`src/rtl/uart_tx_scheduler_pkg.sv`:
```
// Shared definitions for the UART transmit scheduler.
//   UartFifoDepth  : default buffer depth (power of two, >= 2)
//   UartByteCycles : default clocks per byte on the line (start + 8 data + stop)
//   tx_state_e     : pacing FSM state encoding
package uart_tx_scheduler_pkg;

  localparam int unsigned UartFifoDepth  = 16;
  localparam int unsigned UartByteCycles = 10850;

  typedef enum logic [0:0] {
    StIdle,
    StWait
  } tx_state_e;

endpackage

```
`src/rtl/uart_tx_scheduler_sync_fifo.sv`:
```
// Synchronous FIFO used as the UART transmit buffer.
// A push is accepted when there is room, or when a pop happens in the
// same cycle (this also covers the full case). Pop must only be requested
// when the FIFO is non-empty.
// Ports:
//   clk, rst  : clock, synchronous active-high reset
//   push_i    : push request (qualified internally against full/pop)
//   pop_i     : pop request (caller guarantees non-empty)
//   wdata_i   : data written at the tail on an accepted push
//   rdata_o   : data at the head (combinational)
//   count_o   : occupancy, 0..DEPTH
//   full_o    : count_o == DEPTH
//   empty_o   : count_o == 0
module uart_tx_scheduler_sync_fifo #(
  parameter int unsigned DEPTH = 16,
  parameter int unsigned WIDTH = 8
) (
  input  logic                     clk,
  input  logic                     rst,
  input  logic                     push_i,
  input  logic                     pop_i,
  input  logic [WIDTH-1:0]         wdata_i,
  output logic [WIDTH-1:0]         rdata_o,
  output logic [$clog2(DEPTH):0]   count_o,
  output logic                     full_o,
  output logic                     empty_o
);

  localparam int unsigned AW = $clog2(DEPTH);
  localparam int unsigned CW = AW + 1;

  logic [WIDTH-1:0] mem_q [DEPTH];
  logic [AW-1:0]    wr_ptr_q, wr_ptr_d;
  logic [AW-1:0]    rd_ptr_q, rd_ptr_d;
  logic [CW-1:0]    count_q, count_d;
  logic             push_acc;

  assign full_o   = (count_q == CW'(DEPTH));
  assign empty_o  = (count_q == '0);
  assign count_o  = count_q;
  assign rdata_o  = mem_q[rd_ptr_q];
  assign push_acc = push_i && (!full_o || pop_i);

  // Pointers wrap naturally since DEPTH is a power of two.
  always_comb begin
    wr_ptr_d = wr_ptr_q;
    rd_ptr_d = rd_ptr_q;
    count_d  = count_q;
    if (push_acc) wr_ptr_d = wr_ptr_q + 1'b1;
    if (pop_i)    rd_ptr_d = rd_ptr_q + 1'b1;
    unique case ({push_acc, pop_i})
      2'b10:   count_d = count_q + 1'b1;
      2'b01:   count_d = count_q - 1'b1;
      default: count_d = count_q;
    endcase
  end

  always_ff @(posedge clk) begin
    if (rst) begin
      wr_ptr_q <= '0;
      rd_ptr_q <= '0;
      count_q  <= '0;
    end else begin
      wr_ptr_q <= wr_ptr_d;
      rd_ptr_q <= rd_ptr_d;
      count_q  <= count_d;
    end
  end

  // Storage needs no reset; contents are only read behind a valid count.
  always_ff @(posedge clk) begin
    if (push_acc) mem_q[wr_ptr_q] <= wdata_i;
  end

endmodule

```
`src/rtl/uart_tx_scheduler.sv`:
```
// Buffers bytes stored to the UART address and paces them into the uart
// transmitter, one byte per byte-time. The uart has no busy output, so
// this block owns the line timing: after each start pulse it waits
// BYTE_CYCLES clocks before issuing the next one.
// Ports:
//   clk, rst   : clock, synchronous active-high reset (shared with uart)
//   wr_en      : push request from the MA-stage store decode
//   wr_data    : byte to transmit
//   stall      : buffer full; core must hold the store
//   uart_wr_o  : one-cycle start pulse to the uart (registered)
//   uart_dat_o : byte to the uart, valid with uart_wr_o (registered)
//   busy       : FIFO non-empty or a byte is on the line
//   count      : FIFO occupancy
//   overflow   : sticky, set when a push was dropped
module uart_tx_scheduler
  import uart_tx_scheduler_pkg::*;
#(
  parameter int unsigned DEPTH       = UartFifoDepth,
  parameter int unsigned BYTE_CYCLES = UartByteCycles
) (
  input  logic                   clk,
  input  logic                   rst,
  input  logic                   wr_en,
  input  logic [7:0]             wr_data,
  output logic                   stall,
  output logic                   uart_wr_o,
  output logic [7:0]             uart_dat_o,
  output logic                   busy,
  output logic [$clog2(DEPTH):0] count,
  output logic                   overflow
);

  localparam int unsigned TW = $clog2(BYTE_CYCLES);

  tx_state_e     state_q, state_d;
  logic [TW-1:0] timer_q, timer_d;
  logic          uart_wr_q, uart_wr_d;
  logic [7:0]    uart_dat_q, uart_dat_d;
  logic          overflow_q, overflow_d;

  logic          pop;
  logic          drop;
  logic          fifo_full;
  logic          fifo_empty;
  logic [7:0]    fifo_rdata;

  uart_tx_scheduler_sync_fifo #(
    .DEPTH (DEPTH),
    .WIDTH (8)
  ) u_fifo (
    .clk     (clk),
    .rst     (rst),
    .push_i  (wr_en),
    .pop_i   (pop),
    .wdata_i (wr_data),
    .rdata_o (fifo_rdata),
    .count_o (count),
    .full_o  (fifo_full),
    .empty_o (fifo_empty)
  );

  // A push into a full FIFO survives only if a pop frees the slot this cycle.
  assign drop       = wr_en && fifo_full && !pop;
  assign overflow_d = overflow_q || drop;

  // State register.
  always_ff @(posedge clk) begin
    if (rst) begin
      state_q    <= StIdle;
      timer_q    <= '0;
      uart_wr_q  <= 1'b0;
      uart_dat_q <= '0;
      overflow_q <= 1'b0;
    end else begin
      state_q    <= state_d;
      timer_q    <= timer_d;
      uart_wr_q  <= uart_wr_d;
      uart_dat_q <= uart_dat_d;
      overflow_q <= overflow_d;
    end
  end

  // Next-state logic. The pulse cycle itself counts as the first cycle of
  // the byte-time, so loading BYTE_CYCLES-1 and leaving at 1 gives exactly
  // BYTE_CYCLES clocks between start pulses.
  always_comb begin
    state_d = state_q;
    timer_d = timer_q;
    unique case (state_q)
      StIdle: begin
        if (!fifo_empty) begin
          state_d = StWait;
          timer_d = TW'(BYTE_CYCLES - 1);
        end
      end
      StWait: begin
        if (timer_q == TW'(1)) begin
          state_d = StIdle;
        end
        timer_d = timer_q - 1'b1;
      end
      default: state_d = StIdle;
    endcase
  end

  // Output logic: pop and the registered start pulse/data.
  always_comb begin
    pop        = 1'b0;
    uart_wr_d  = 1'b0;
    uart_dat_d = uart_dat_q;
    if (state_q == StIdle && !fifo_empty) begin
      pop        = 1'b1;
      uart_wr_d  = 1'b1;
      uart_dat_d = fifo_rdata;
    end
  end

  assign stall      = fifo_full;
  assign uart_wr_o  = uart_wr_q;
  assign uart_dat_o = uart_dat_q;
  assign overflow   = overflow_q;
  assign busy       = (state_q == StWait) || !fifo_empty;

endmodule
```
`config.mk`:
```
export PLATFORM = sky130hd
export DESIGN_NAME = uart_tx_scheduler
export DESIGN_NICKNAME = d
export VERILOG_FILES = /design/src/rtl/uart_tx_scheduler_pkg.sv /design/src/rtl/uart_tx_scheduler_sync_fifo.sv /design/src/rtl/uart_tx_scheduler.sv
export SDC_FILE = /design/constraint.sdc
export NUM_CORES = 1
export LEC_CHECK = 0
export ABC_CLOCK_PERIOD_IN_PS = 4300
export CELL_PAD_IN_SITES_DETAIL_PLACEMENT = 0
export CELL_PAD_IN_SITES_GLOBAL_PLACEMENT = 1
export CORE_AREA = 4 4 130 132
export CTS_BUF_LIST = sky130_fd_sc_hd__clkbuf_4
export DETAILED_ROUTE_END_ITERATION = 12
export DIE_AREA = 0 0 134 136
export DONT_BUFFER_PORTS = 1
export PLACE_DENSITY_LB_ADDON = 0.1
export SETUP_SLACK_MARGIN = 0.5
export SLEW_MARGIN = 30
export SYNTH_ARGS = -nofsm -noshare
export SYNTH_HDL_FRONTEND = slang
export SYNTH_HIERARCHICAL = 1
export SYNTH_SLANG_ARGS = --single-unit
```
`constraint.sdc`:
```
create_clock -name clk -period 4.3 [get_ports clk]
set_clock_uncertainty 0.2 [all_clocks]
set_input_delay 1.29 -clock clk [delete_from_list [all_inputs] [get_ports clk]]
set_output_delay 1.29 -clock clk [all_outputs]
set_load 0.1 [all_outputs]
```
======== Yosys cells after proc, flatten, opt, wreduce, memory -nomap -nowiden ========
Memories as Yosys holds them, arrays and structs flattened. A register that Yosys moved wholly into a read port is not among the register bits.
Cells that the tools add are included.
word-level totals
  logic and storage cells ................. 40
  memory bits (writable) .................. 128
  register bits ........................... 30
  memories kept ........................... 1
  input bits .............................. 11
  output and inout port bits .............. 17
cells by class
  reduce and logical (&&, ||, !) cells .... 12
  add/sub/neg operators ................... 5
  equality and inequality tests ........... 5
  bitwise logic cells ..................... 1
  multiplexer cells ....................... 9
memories
  name          words  width  rd ports  clocked after memory_dff  wr ports  RTL line                           text
  u_fifo.mem_q  16     8      1         1                         1         uart_tx_scheduler_sync_fifo.sv:32  logic [WIDTH-1:0] mem_q [DEPTH];
operator list
  cell                   number
  $pmux 14 s2            1
  $eq 14x1->1 const B    1
  $mux 14                1
  $sub 14x1->14 const B  1
  $pmux 5 s2             1
  $add 4x1->4 const B    2
  $add 5x1->5 const B    1
  $eq 5x5->1 const B     1
  $logic_not 5->1        1
  $mux 1                 5
  $sub 5x1->5 const B    1
  $logic_and 1x1->1      4
  $logic_not 1->1        3
  $logic_or 1x1->1       3
  $eq 2x1->1 const B     1
  $eq 2x2->1 const B     1
  $ne 2x2->1 const B     1
  $pmux 1 s2             1
  $reduce_bool 2->1      1
  $not 1->1              1

======== Logic depth before layout (Yosys ltp) ========
  depth after elaboration ................. 8
  depth in mapped cells ................... 15
  gate-level depth less buffers ........... 11

======== By module ========
Netlist, hierarchy kept.
modules (own cells, without submodules)
  module                       cells each  sequential area each (sq um)  times used  area an instance (sq um)
  uart_tx_scheduler_sync_fifo  287         4184.0                        1           5910.7
  uart_tx_scheduler            131         500.5                         1           1109.8

======== Worst setup path after synthesis ========
Ideal clock, no wire load.
  path kind ............................... reg-to-output
  from .................................... reg u_fifo.count_q[0] (netlist: u_fifo/count_o[0])
  to ...................................... out stall
  required time ........................... 2.810 ns
  arrival time ............................ 2.773 ns
  buffers on the path ..................... 1
  cell stages (with the launch flop) ...... 4
  path slack .............................. 0.037 ns
  path through ............................ dfxtp_1 or4_1 buf_4 nor2_1
between the ends
  word-level cells in the longest chain between the ends .. 1
ends and longest elaborated chain
  what                      RTL line                           text
  start: declaration        uart_tx_scheduler_sync_fifo.sv:35  logic [CW-1:0] count_q, count_d;
  start signal: assignment  uart_tx_scheduler_sync_fifo.sv:66  count_q <= count_d;
  $eq 5x5->1                uart_tx_scheduler_sync_fifo.sv:38  assign full_o = (count_q == CW'(DEPTH));
  end: declaration          uart_tx_scheduler.sv:25            output logic stall,
Every way passes these cells.

======== Final worst setup path ========
  from .................................... reg u_fifo.count_q[2] (netlist: u_fifo/count_o[2])
  to ...................................... out busy
between the ends
  word-level cells in the longest chain between the ends .. 3
ends and longest elaborated chain
  what              RTL line                           text
  $logic_not 5->1   uart_tx_scheduler_sync_fifo.sv:39  assign empty_o = (count_q == '0);
  via fifo_empty    uart_tx_scheduler.sv:44            logic fifo_empty;
  $logic_not 1->1   uart_tx_scheduler.sv:122           assign busy = (state_q == StWait) || !fifo_empty;
  $logic_or 1x1->1  uart_tx_scheduler.sv:122
  end: declaration  uart_tx_scheduler.sv:28            output logic busy,
The timed path passes the listed nets, and every way through them passes these cells.

==> out/results.tsv <==
metric	value	unit
status	complete, no violations	
Setup WS post-layout	0.6171	ns
Hold Violations, Final	0	
flops & latches, synth	170	
drt initial violations	323	
core area	15710	um^2
TritonCTS clock tree	yes	
# nets final	447	
top-count cell post-synth	edfxtp_1	
CP peak stage delay	0.57	ns
total wire length	13090	um
total CTS buffers	17	
DRT Pass-1 Iters	5	
Distinct cells, synth	59	
Setup-failing EPs final	0	
Slew HR	33.60	%
Post-Syn Area	7020	um^2
leading area contributor after synthesis	edfxtp_1	
Die Wd	134	um
critical path class	reg2out	
Via Count	3587	
cell count after synthesis	418	
ys flop type	edfxtp_1	
worst vdd ir	285.9	uV
# DRC	0	
Vias/cell	5.493	
I/O Buffers	0	
slowest CP cell	or4_4	
Final GP Congestion	0.7618	
largest cells by area after synthesis	edfxtp_1 55%, dfxtp_1 12%, mux4_1 9.0%, mux4_2 5.1%, ha_1 1.8%	
number of synthesized flops with an enable pin	128	
period utilization	85.65	%
# clock sinks	170	
io pins	28	
fraction of layout cells with a size suffix above 1	17.62	%
Die Footprint	18220	um^2
grt ovf	0	
Layout area overhead	7.361	%
Antenna Violating Nets Remaining	0	
pin count of the biggest net entering global routing	40	
worst path arrival time	2.19	ns
Antenna Diode Count	0	
Max Root-Sink Buffers	2	
pwr dens	638.6	nW/um^2
sequential element share of the synthesized area	66.73	%
GRT Total Usage	15.35	%
Leak Pwr	2.465	nW
Yosys top cell area share	54.75	%
Rows	46	
worst-path fanout max	7	
unrepaired setup endpoints after global routing	no	
Detail Placement HPWL	8619	um
Syn. warnings	6	
syn_nets	440	
Worst Path Required	2.81	ns
worst path bufs/invs	2	
first-pass GRT wire length	20640	um
critical path cell sequence	or4_4, buf_6, nor2_4, nand2b_4, buf_12	
Slew Limit Fails	0	
Die H	136	um
pre-CTS setup slack	0.5841	ns
CTS H-Tree Depth	4	
post-CTS setup buffer count	0	
Startpoint Class	register	
Async S/R FF share, synth	0	%
crit end category	primary output	
cts hold-fix bufs	0	
max cap viols	0	
root buf cell	clkbuf_4	
per-cell routed wire length	20.04	um
FILL cells	1353	
mean area per synthesized cell	16.80	um^2
Worst-Skew Late Latency	0.55	ns
post-layout minimum cycle time	3.683	ns
initial antenna violation count	0	
Synth top cells by count	128 x edfxtp_1, 42 x dfxtp_1, 29 x nand2_1	
FMAX	271.5	MHz
Total Power Consumption	4.813	mW
Setup TNS	0	ns
Clk pin slew, worst setup/hold paths	0.15	ns
vias in the first global route	3577	
Worst path top cell family by delay	simple AND/OR/NAND/NOR gates	
Slew @ Worst Pin	0.9947	ns
min-delay worst type	reg2reg	
Initial Utilization	44.68	%
-- layout make-up --
type	count	area [um^2]	share of cell area [%]
clock inverters	14	115.1	1.527
clock buffers	17	127.6	1.693
well taps	216	270.3	3.586
multi-input cells	220	2203	29.23
flip-flops and latches	170	4700	62.35
repair buffers	7	86.33	1.145
inverters	9	35.03	0.4648
-- state kept, by name (all words and copies together) (netlist names), named ones only --
signal / cells
overflow: 1
state_q: 1
timer_q: 14
u_fifo/count_o: 5
u_fifo/mem_q: 128
u_fifo/rd_ptr_q: 4
u_fifo/wr_ptr_q: 4
uart_dat_o: 8
uart_wr_o: 1
-- through the flow --
step | instances | utilization [%] | cell area [um^2] | hold slack (ns)
4_1_cts | 652 | 47.61 | 7481 | 0.2929
3_5_place_dp | 621 | 46.03 | 7232 | 0.2688
6_report | 653 | 47.97 | 7537 | 0.2917
5_1_grt | 653 | 47.97 | 7537 | 0.3239
3_3_place_gp | 621 | 46.03 | 7232 | 0.2648
2_1_floorplan | 418 | - | 7037 | 0.2499
-- routing by layer --
metal  track usage, %  wire length [um]
met2            22.85              5981
met1            22.13              6425
met5                0                 0
met3            4.626               556
met4            4.114               125
-- worst paths after layout --
kind                                  start                              to  slack [ns]  depth (start not counted)
max          u_fifo/count_o[2]$_SDFFE_PP0P_                            busy        0.62                          5
min                 timer_q[7]$_SDFFE_PP0P_         timer_q[7]$_SDFFE_PP0P_        0.29                          1
max reg2reg  u_fifo/count_o[2]$_SDFFE_PP0P_  u_fifo/count_o[4]$_SDFFE_PP0P_        0.76                         12
min reg2reg         timer_q[7]$_SDFFE_PP0P_         timer_q[7]$_SDFFE_PP0P_        0.29                          1
-- cells by family (layout without fill, tap and decap cells) --
| family | count (synthesis) | after routing | synth area share, % |
|---|---|---|---|
| AO/OA/AOI/OAI | 48 | 48 | 4.848 |
| XOR/XNOR | 6 | 6 | 0.7485 |
| adder cells (fa/ha/maj) | 11 | 11 | 2.067 |
| buffers and inverters | 28 | 47 | 2.228 |
| flip-flops | 170 | 170 | 66.73 |
| multiplexers | 48 | 48 | 15.33 |
| AND/OR/NAND/NOR | 107 | 107 | 8.056 |
-- timing repair --
action,CTS,global route
endpoints found under the hold margin,0,0
pin swaps,0,2
cloned,0,1
endpoints found under the setup margin,1,2
resized for setup,2,7
-- power by group --
group | internal [mW] | switching [mW] | leakage [nW]
clock | 0.241 | 0.573 | 0.134
sequential | 1.94 | 0.589 | 1.50
combinational | 0.671 | 0.794 | 0.827
total | 2.86 | 1.96 | 2.46
-- layout by cell type (no fill, tap or decap), drive strengths merged, types with 2 or more instances in the layout --
master	netlist	final
nand2	29	29
ha	10	10
buf	9	6
and2	17	17
edfxtp	128	128
nand3	5	5
a21oi	18	18
xor2	4	4
a211oi	7	7
o31ai	2	2
clkinv	1	8
mux2i	4	4
or2	2	2
nor2	25	25
nor4	3	3
nand4	5	5
nand2b	3	3
o21ai	5	5
a31oi	2	2
a311oi	4	4
mux2	4	4
nor3b	3	3
a21o	2	2
xnor2	2	2
inv	8	14
nor3	7	7
clkbuf	10	18
mux4	40	40
dfxtp	42	42
(Power assumes the default switching activity.)
